[src/rtl/memory_game_ctrl.sv]
// memory_game_ctrl
// ----------------
// Controller for a "repeat the pattern" memory game.  Each round a random
// pattern of L elements is generated from a free-running LFSR, shown on the
// LEDs one element at a time, and then has to be replayed on the buttons.
// A round is won on the L-th correct press.  It is lost on a wrong press,
// on a multi-button press, or when too many ticks pass without any press.
// A game consists of N_ROUNDS rounds.  The score is win_cnt*PTS.
//
// Strobe protocol: tick, start and every btn bit are 1-cycle pulses.  They
// are acted on only in the cycle they are high.  There is no back-pressure.
// A strobe that arrives in a state that does not use it is dropped.
//
// Ports
//   clk        : single clock
//   rst        : asynchronous, active-low reset
//   tick       : 1-cycle timing strobe (10 Hz)
//   start      : 1-cycle game start request (honoured in IDLE/DONE only)
//   level      : one-hot difficulty (001/010/100), sampled with start
//   btn        : debounced 1-cycle button press pulses
//   led        : pattern display; mirrors btn while the player is replaying
//   round_cnt  : completed rounds in the current game
//   win_cnt    : won rounds in the current game
//   score      : registered win_cnt*PTS, one cycle behind win_cnt
//   round_win  : 1-cycle pulse when a round is won
//   round_lose : 1-cycle pulse when a round is lost
//   busy       : a game is in progress (not IDLE, not DONE)
//   game_done  : all rounds played; the final score is held
//
// Legal parameter ranges: N_BTN is a power of 2 in 2..16.  MAX_LEN is a
// multiple of 4 in 4..32.  63*PTS must fit in 10 bits.
module memory_game_ctrl #(
  parameter int N_BTN         = 8,
  parameter int MAX_LEN       = 16,
  parameter int N_ROUNDS      = 10,
  parameter int SHOW_TICKS    = 5,
  parameter int TIMEOUT_TICKS = 100,
  parameter int PTS           = 10
) (
  input  logic             clk,
  input  logic             rst,
  input  logic             tick,
  input  logic             start,
  input  logic [2:0]       level,
  input  logic [N_BTN-1:0] btn,
  output logic [N_BTN-1:0] led,
  output logic [5:0]       round_cnt,
  output logic [5:0]       win_cnt,
  output logic [9:0]       score,
  output logic             round_win,
  output logic             round_lose,
  output logic             busy,
  output logic             game_done
);

  localparam int GAP_TICKS = 10;
  localparam int BW        = $clog2(N_BTN);    // bits per pattern element
  localparam int AW        = $clog2(MAX_LEN);  // pattern RAM address width
  localparam int MAX_T     = (TIMEOUT_TICKS > SHOW_TICKS)
                             ? ((TIMEOUT_TICKS > GAP_TICKS) ? TIMEOUT_TICKS : GAP_TICKS)
                             : ((SHOW_TICKS > GAP_TICKS) ? SHOW_TICKS : GAP_TICKS);
  localparam int CW        = $clog2(MAX_T + 1);

  localparam logic [15:0] LFSR_SEED = 16'hACE1;

  typedef enum logic [2:0] {
    S_IDLE     = 3'd0,
    S_GEN      = 3'd1,
    S_SHOW_ON  = 3'd2,
    S_SHOW_OFF = 3'd3,
    S_INPUT    = 3'd4,
    S_CHECK    = 3'd5,
    S_GAP      = 3'd6,
    S_DONE     = 3'd7
  } state_e;

  state_e          state_q, state_d;
  logic [15:0]     lfsr_q, lfsr_d;
  logic [AW-1:0]   idx_q, idx_d;
  logic [CW-1:0]   cnt_q, cnt_d;       // shared tick counter: show, timeout, gap
  logic [2:0]      level_q, level_d;
  logic [5:0]      round_cnt_q, round_cnt_d;
  logic [5:0]      win_cnt_q, win_cnt_d;
  logic [9:0]      score_q, score_d;
  logic            won_q, won_d;       // outcome carried into CHECK

  logic [BW-1:0]   pat_q [MAX_LEN];

  logic            level_ok;
  logic [AW-1:0]   last_idx;
  logic [N_BTN-1:0] exp_btn;
  logic            idx_at_last;

  assign level_ok = (level == 3'b001) || (level == 3'b010) || (level == 3'b100);

  // Index of the last pattern element for the latched level.
  always_comb begin
    last_idx = AW'(MAX_LEN - 1);
    if (level_q[0]) begin
      last_idx = AW'(MAX_LEN / 2 - 1);
    end else if (level_q[1]) begin
      last_idx = AW'(3 * MAX_LEN / 4 - 1);
    end
  end

  assign idx_at_last = (idx_q == last_idx);
  assign exp_btn     = {{(N_BTN-1){1'b0}}, 1'b1} << pat_q[idx_q];

  // x^16+x^14+x^13+x^11+1 in Fibonacci form: the feedback taps are bits 0,
  // 2, 3 and 5.  The shift is applied every cycle so the pattern depends on
  // the exact cycle at which each GEN step happens.
  assign lfsr_d  = {lfsr_q[0] ^ lfsr_q[2] ^ lfsr_q[3] ^ lfsr_q[5], lfsr_q[15:1]};
  assign score_d = 10'(win_cnt_q * PTS);

  always_comb begin
    state_d     = state_q;
    idx_d       = idx_q;
    cnt_d       = cnt_q;
    level_d     = level_q;
    round_cnt_d = round_cnt_q;
    win_cnt_d   = win_cnt_q;
    won_d       = won_q;
    unique case (state_q)
      S_IDLE, S_DONE: begin
        if (start && level_ok) begin
          level_d     = level;
          round_cnt_d = '0;
          win_cnt_d   = '0;
          idx_d       = '0;
          cnt_d       = '0;
          state_d     = S_GEN;
        end
      end
      S_GEN: begin
        // One element per cycle.  The RAM write itself is in the RAM process.
        if (idx_at_last) begin
          idx_d   = '0;
          cnt_d   = '0;
          state_d = S_SHOW_ON;
        end else begin
          idx_d = idx_q + AW'(1);
        end
      end
      S_SHOW_ON: begin
        if (tick) begin
          if (cnt_q == CW'(SHOW_TICKS - 1)) begin
            cnt_d   = '0;
            state_d = S_SHOW_OFF;
          end else begin
            cnt_d = cnt_q + CW'(1);
          end
        end
      end
      S_SHOW_OFF: begin
        if (tick) begin
          cnt_d = '0;
          if (idx_at_last) begin
            idx_d   = '0;
            state_d = S_INPUT;
          end else begin
            idx_d   = idx_q + AW'(1);
            state_d = S_SHOW_ON;
          end
        end
      end
      S_INPUT: begin
        // A press wins over a tick in the same cycle.  exp_btn is one-hot,
        // so equality also rejects multi-button presses.
        if (btn != '0) begin
          cnt_d = '0;
          if (btn == exp_btn) begin
            if (idx_at_last) begin
              won_d   = 1'b1;
              state_d = S_CHECK;
            end else begin
              idx_d = idx_q + AW'(1);
            end
          end else begin
            won_d   = 1'b0;
            state_d = S_CHECK;
          end
        end else if (tick) begin
          if (cnt_q == CW'(TIMEOUT_TICKS - 1)) begin
            won_d   = 1'b0;
            state_d = S_CHECK;
          end else begin
            cnt_d = cnt_q + CW'(1);
          end
        end
      end
      S_CHECK: begin
        round_cnt_d = round_cnt_q + 6'd1;
        if (won_q) begin
          win_cnt_d = win_cnt_q + 6'd1;
        end
        idx_d   = '0;
        cnt_d   = '0;
        state_d = S_GAP;
      end
      S_GAP: begin
        if (tick) begin
          if (cnt_q == CW'(GAP_TICKS - 1)) begin
            cnt_d   = '0;
            idx_d   = '0;
            state_d = (round_cnt_q == 6'(N_ROUNDS)) ? S_DONE : S_GEN;
          end else begin
            cnt_d = cnt_q + CW'(1);
          end
        end
      end
      default: state_d = S_IDLE;
    endcase
  end

  always_ff @(posedge clk or negedge rst) begin
    if (!rst) begin
      state_q     <= S_IDLE;
      lfsr_q      <= LFSR_SEED;
      idx_q       <= '0;
      cnt_q       <= '0;
      level_q     <= 3'b001;
      round_cnt_q <= '0;
      win_cnt_q   <= '0;
      score_q     <= '0;
      won_q       <= 1'b0;
    end else begin
      state_q     <= state_d;
      lfsr_q      <= lfsr_d;
      idx_q       <= idx_d;
      cnt_q       <= cnt_d;
      level_q     <= level_d;
      round_cnt_q <= round_cnt_d;
      win_cnt_q   <= win_cnt_d;
      score_q     <= score_d;
      won_q       <= won_d;
    end
  end

  // Pattern RAM: contents are only meaningful after GEN, so it has no reset.
  always_ff @(posedge clk) begin
    if (state_q == S_GEN) begin
      pat_q[idx_q] <= lfsr_q[BW-1:0];
    end
  end

  always_comb begin
    led = '0;
    case (state_q)
      S_SHOW_ON: led = exp_btn;
      S_INPUT:   led = btn;
      default:   led = '0;
    endcase
  end

  assign round_cnt  = round_cnt_q;
  assign win_cnt    = win_cnt_q;
  assign score      = score_q;
  assign round_win  = (state_q == S_CHECK) &&  won_q;
  assign round_lose = (state_q == S_CHECK) && !won_q;
  assign busy       = (state_q != S_IDLE) && (state_q != S_DONE);
  assign game_done  = (state_q == S_DONE);

endmodule

[config.mk]
export PLATFORM = sky130hd
export DESIGN_NAME = memory_game_ctrl
export DESIGN_NICKNAME = d
export VERILOG_FILES = /design/src/rtl/memory_game_ctrl.sv
export SDC_FILE = /design/constraint.sdc
export NUM_CORES = 1
export LEC_CHECK = 0
export CORE_UTILIZATION = 60
export DETAILED_ROUTE_END_ITERATION = 8
export PLACE_DENSITY = 0.95
export SYNTH_ARGS = -nofsm -noshare
export SYNTH_HDL_FRONTEND = slang
export SYNTH_SLANG_ARGS = --single-unit
[constraint.sdc]
create_clock -name clk -period 4.8 [get_ports clk]
set_input_delay 0.96 -clock clk [delete_from_list [all_inputs] [get_ports clk]]
set_output_delay 0.96 -clock clk [all_outputs]
set_load 0.01 [all_outputs]
# Yosys cells after proc, flatten, opt, wreduce, memory -nomap -nowiden
# Memory sizes are Yosys's and may differ from the RTL's.
# Index checks and enable logic that the tools add are counted.
# word_totals
regBits	54
mem_bits_rw	48
input_bits	15
output_inout_bits	34
wordCells	123
mem_count	1
# op_classes
n_addsub	4
multipliers	1
n_eq_ne	33
shifts	1
n_mux	49
bitwise_logic	3
n_reduce_logical	22
# memory_table
name	words	width	read_ports	rd_clocked_by_memory_dff	wr	line_no	source
pat_q	16	3	1	0	1	87	logic [BW-1:0] pat_q [MAX_LEN];
# op_table
cell	n
two-way mux 7 bit	10
case mux 7 bit (7 select lines)	1
two-way mux 3 bit	15
two-way mux 4 bit	9
case mux 4 bit (6 select lines)	1
case mux 6 bit (2 select lines)	2
inequality test 2 bit, second input constant	11
case mux 3 bit (7 select lines)	1
case mux 8 bit (2 select lines)	1
equality test 3 bit, second input constant	5
inequality test 3 bit, second input constant	5
adder 6 x 1 -> 6 bit, second input constant	2
two-way mux 6 bit	2
AND reduction 10 bit	1
equality test 3 x 2 -> 1 bit, second input constant	3
multiplier 6 x 3 -> 9 bit, second input constant	1
equality test 8 bit	1
AND reduction 8 bit	1
nonzero test 8 bit	1
left shift 1 x 3 -> 8 bit, first input constant	1
adder 7 x 1 -> 7 bit, second input constant	1
equality test 7 x 3 -> 1 bit, second input constant	1
equality test 7 x 4 -> 1 bit, second input constant	1
equality test 7 bit, second input constant	1
other kinds (19)	35

# Logic depth before layout (Yosys ltp)
# logic_depth
depth_word	7
ltp_mapped	12
depth_no_buf	9

# Least setup slack after synthesis
# OpenSTA, ideal clock, no wires.
# synth_path
path_kind	reg2out
from	reg idx_q[0]
to	out led[3]
arrival_time_ns	2.095
required_ns	3.840
slack_ns	1.745
path_stages_with_launch	7
path_buffers	1
path_cell_list	dfrtp_1 -> buf_6 -> mux4_2 -> mux4_2 -> inv_1 -> nand2_1 -> o21ai_0
# synth_via
elab_chain_len	3
# synth_lines
item	line_no	source
start, declared	79	logic [AW-1:0] idx_q, idx_d;
start signal, assigned	229	idx_q <= idx_d;
memory (16 x 3 bit)	n/a	
left shift 1 x 3 -> 8 bit	107	assign exp_btn = {{(N_BTN-1){1'b0}}, 1'b1} << pat_q[idx_q];
case mux 8 bit (2 select lines)	248	case (state_q)
end, declared	46	output logic [N_BTN-1:0] led,
# Every way passes these cells.

# Final worst setup path
# layout_path
from	reg idx_q[0]
to	out led[2]
# Same word-level chain as after synthesis.

==> run_results.csv <==
group,metric,value,unit
clock_network,cts_resized,0,
power,p_leak,2.229,nW
clock_network,post-cts-setup-buffers,0,
clock_network,hold_buffers,0,
grt,track_usage,0.2675,
timing,setup_viol_count_final,0,
final_layout,final_cell_mix,"48 x edfxtp_1, 46 x clkdlybuf4s50_1, 45 x nor2_1, 45 x dfrtp_1, 38 x nand2_1",
synthesis,synth_ff_type,"edfxtp_1",
job,timing.max_cap.violations,0,
setup_path,critPathRequiredTime,3.84,ns
final_layout,area_growth,14.12,%
route,first_pass_iters,5,
setup_path,path_class,"register to primary output",
clock_network,cts_buffers,9,
setup_path,worstPathCellList,"mux4_2 -> mux4_2 -> nor3_1 -> a22o_1 -> clkdlybuf4s50_1",
die,core-area,7848,um^2
hold_path,hp-class,"register to register",
route,drt.antenna.violating_nets,0,
synthesis,synth_cell_types,63,
grt,grt_pass1_vias,3738,
synthesis,seq_area_frac_synth,0.5659,
setup_path,crit_top_cell,"mux4_2",
clock_network,path_clk_slew,0.09,ns
outcome,status,"finished, final reports clean",
grt,overflow,0,
timing,tightest_slew,0.7706,ns
setup_path,cp-end-kind,"primary output",
die,dieArea,8626,um^2
timing,holdWs,0.3552,ns
setup_path,crit_path_start_kind,"register",
timing,min_period,4.365,ns
grt,antenna_found_initial,0,
setup_path,path_delay_family,"multiplexers",
final_layout,final_common_cell,"edfxtp_1",
setup_path,cpPeakStageDelay,0.85,ns
die,pin_count,49,
synthesis,yosys_warnings,0,
die,rows,32,
final_layout,nets,513,
grt,grt_pass1_wl,17810,um
die,die_h,92.88,um
placement,place_congestion,0.9281,
synthesis,synth-edff-count,48,
clock_network,cts_tree,"built",
power,powerDensity,494.7,nW/um^2
synthesis,synthCells,434,
synthesis,ys_seq_elements,102,
timing,setup-tns-final,0,ns
synthesis,synth_area,4955,um^2
synthesis,syn_area_per_cell,11.42,um^2
clock_network,root_buffer,"clkbuf_8",
die,start_util,0.6314,
power,ir_drop,0.0003583,V
timing,hold_viol_final,0,
clock_network,cts.path.max_buffers,2,
clock_network,worstSkewPairLatency,0.36,ns
route,detail_route.wirelength,10810,um
timing,fin_worst_skew,0.01188,ns
final_layout,drive_gt1_frac,0.09504,
placement,portBuffers,47,
timing,slew_viol_final,0,
timing,finalCritPeriodShare,0.9093,
timing,fmax,229.1,MHz
die,die_x,92.88,um
route,drc,0,
timing,rsz0062_at_grt,"false",
synthesis,synth_nets,468,
timing,slew_headroom,0.4862,
setup_path,worst_ep_arrival_time,3.40,ns
setup_path,cp_slowest_cell,"dfrtp_1",
placement,dp_hpwl,7609,um
route,wire_per_inst,18.45,um
route,drtIter0Drc,315,
setup_path,crit_fanout,16,
clock_network,numClockSinks,102,
setup_path,path_buf_inv,1,
synthesis,async_flop_share,0.5294,
clock_network,htreeDepth,3,
grt,grt_max_degree,55,
route,via_per_inst,6.369,
final_layout,diodes,0,
route,dr_total_vias,3732,
[flip-flops by register name (all words and copies together), names as in the netlist]
name       flops
pat_q         48
level_q        2
score          9
round_cnt      6
lfsr_q        16
win_cnt        6
cnt_q          7
state_q        3
idx_q          4
won_q          1
[synth_stat cells (all sizes together), types with 4 or more instances]
| cell type | count | area [um^2] |
|---|---|---|
| nor3 | 14 | 75.07 |
| nor2 | 46 | 175.2 |
| mux2 | 7 | 78.82 |
| inv | 13 | 48.80 |
| xnor2 | 6 | 52.55 |
| clkbuf | 7 | 27.52 |
| dfrtp | 45 | 1126 |
| ha | 18 | 225.2 |
| mux4 | 7 | 157.7 |
| nand3 | 15 | 75.07 |
| and3 | 5 | 31.28 |
| o211ai | 4 | 30.03 |
| dfstp | 9 | 236.5 |
| a22o | 8 | 70.07 |
| o22ai | 4 | 25.02 |
| o21ai | 37 | 185.2 |
| nand2 | 38 | 142.6 |
| a31oi | 4 | 25.02 |
| nand2b | 7 | 43.79 |
| edfxtp | 48 | 1441 |
| nand4 | 6 | 37.54 |
| buf | 9 | 61.30 |
| a21oi | 16 | 80.08 |
| mux2i | 6 | 60.06 |
| nand4b | 4 | 35.03 |
| xor2 | 6 | 52.55 |
[report_power, final]
| group | switching [mW] | total [mW] | leakage, nW | internal (mW) |
|---|---|---|---|---|
| Combinational | 0.586 | 1.09 | 0.996 | 0.503 |
| Clock | 0.289 | 0.480 | 0.0882 | 0.191 |
| Sequential | 0.197 | 1.23 | 1.14 | 1.03 |
[routing by layer]
layer / track usage / wire [um] / vias to the layer above
li1: - / - / 1680
met1: 0.3395 / 4384 / 1844
met2: 0.4406 / 5339 / 178
met5: 0 / 0 / -
met3: 0.06979 / 824 / 30
met4: 0.1038 / 262 / 0
[final cells by class]
cell class,instances,area (um^2)
multi-input combinational,302,2009
sequential,102,2804
clock buffer,9,123.9
tap,102,127.6
timing repair buffer,50,488.0
clock inverter,7,48.80
inverter,14,52.55
fill,537,2193
[metrics by stage]
step	utilization	total power, mW	instance area (um^2)	std cells	setup WS (ns)
after floorplan	-	1.916	4955	434	1.745
after global placement	0.6985	2.249	5482	570	0.8623
after detailed placement	0.6985	2.307	5482	570	0.8125
after CTS	0.7205	2.789	5654	586	0.4152
after global routing	0.7205	2.966	5654	586	0.2241
final	0.7205	2.797	5654	586	0.4352
[final timing paths]
path	startpoint	depth (start not counted)	slack, ns	endpoint
min in group asynchronous	rst	2	0.69	state_q[0]
worst max register to register	idx_q[0]	10	1.03	idx_q[2]
max in group asynchronous	rst	2	3.65	lfsr_q[12]
worst min register to register	lfsr_q[9]	0	0.36	lfsr_q[8]
worst max-delay path	idx_q[0]	5	0.44	led[2]
worst min-delay path	lfsr_q[9]	0	0.36	lfsr_q[8]
[cells by family (layout without fill, tap and decap cells)]
kind of cell	after synthesis	after routing	share of synthesized area
AOI/OAI and AO/OA	99	99	0.1285
xor gates and xnor gates	12	12	0.02121
adders and majority gates	19	19	0.04950
buffers and inverters	30	80	0.02853
DFF	102	102	0.5659
muxes	20	20	0.05985
other	1	1	0.0007568
and+or+nand+nor	151	151	0.1457
No activity file was read; power rests on OpenSTA's default activity.
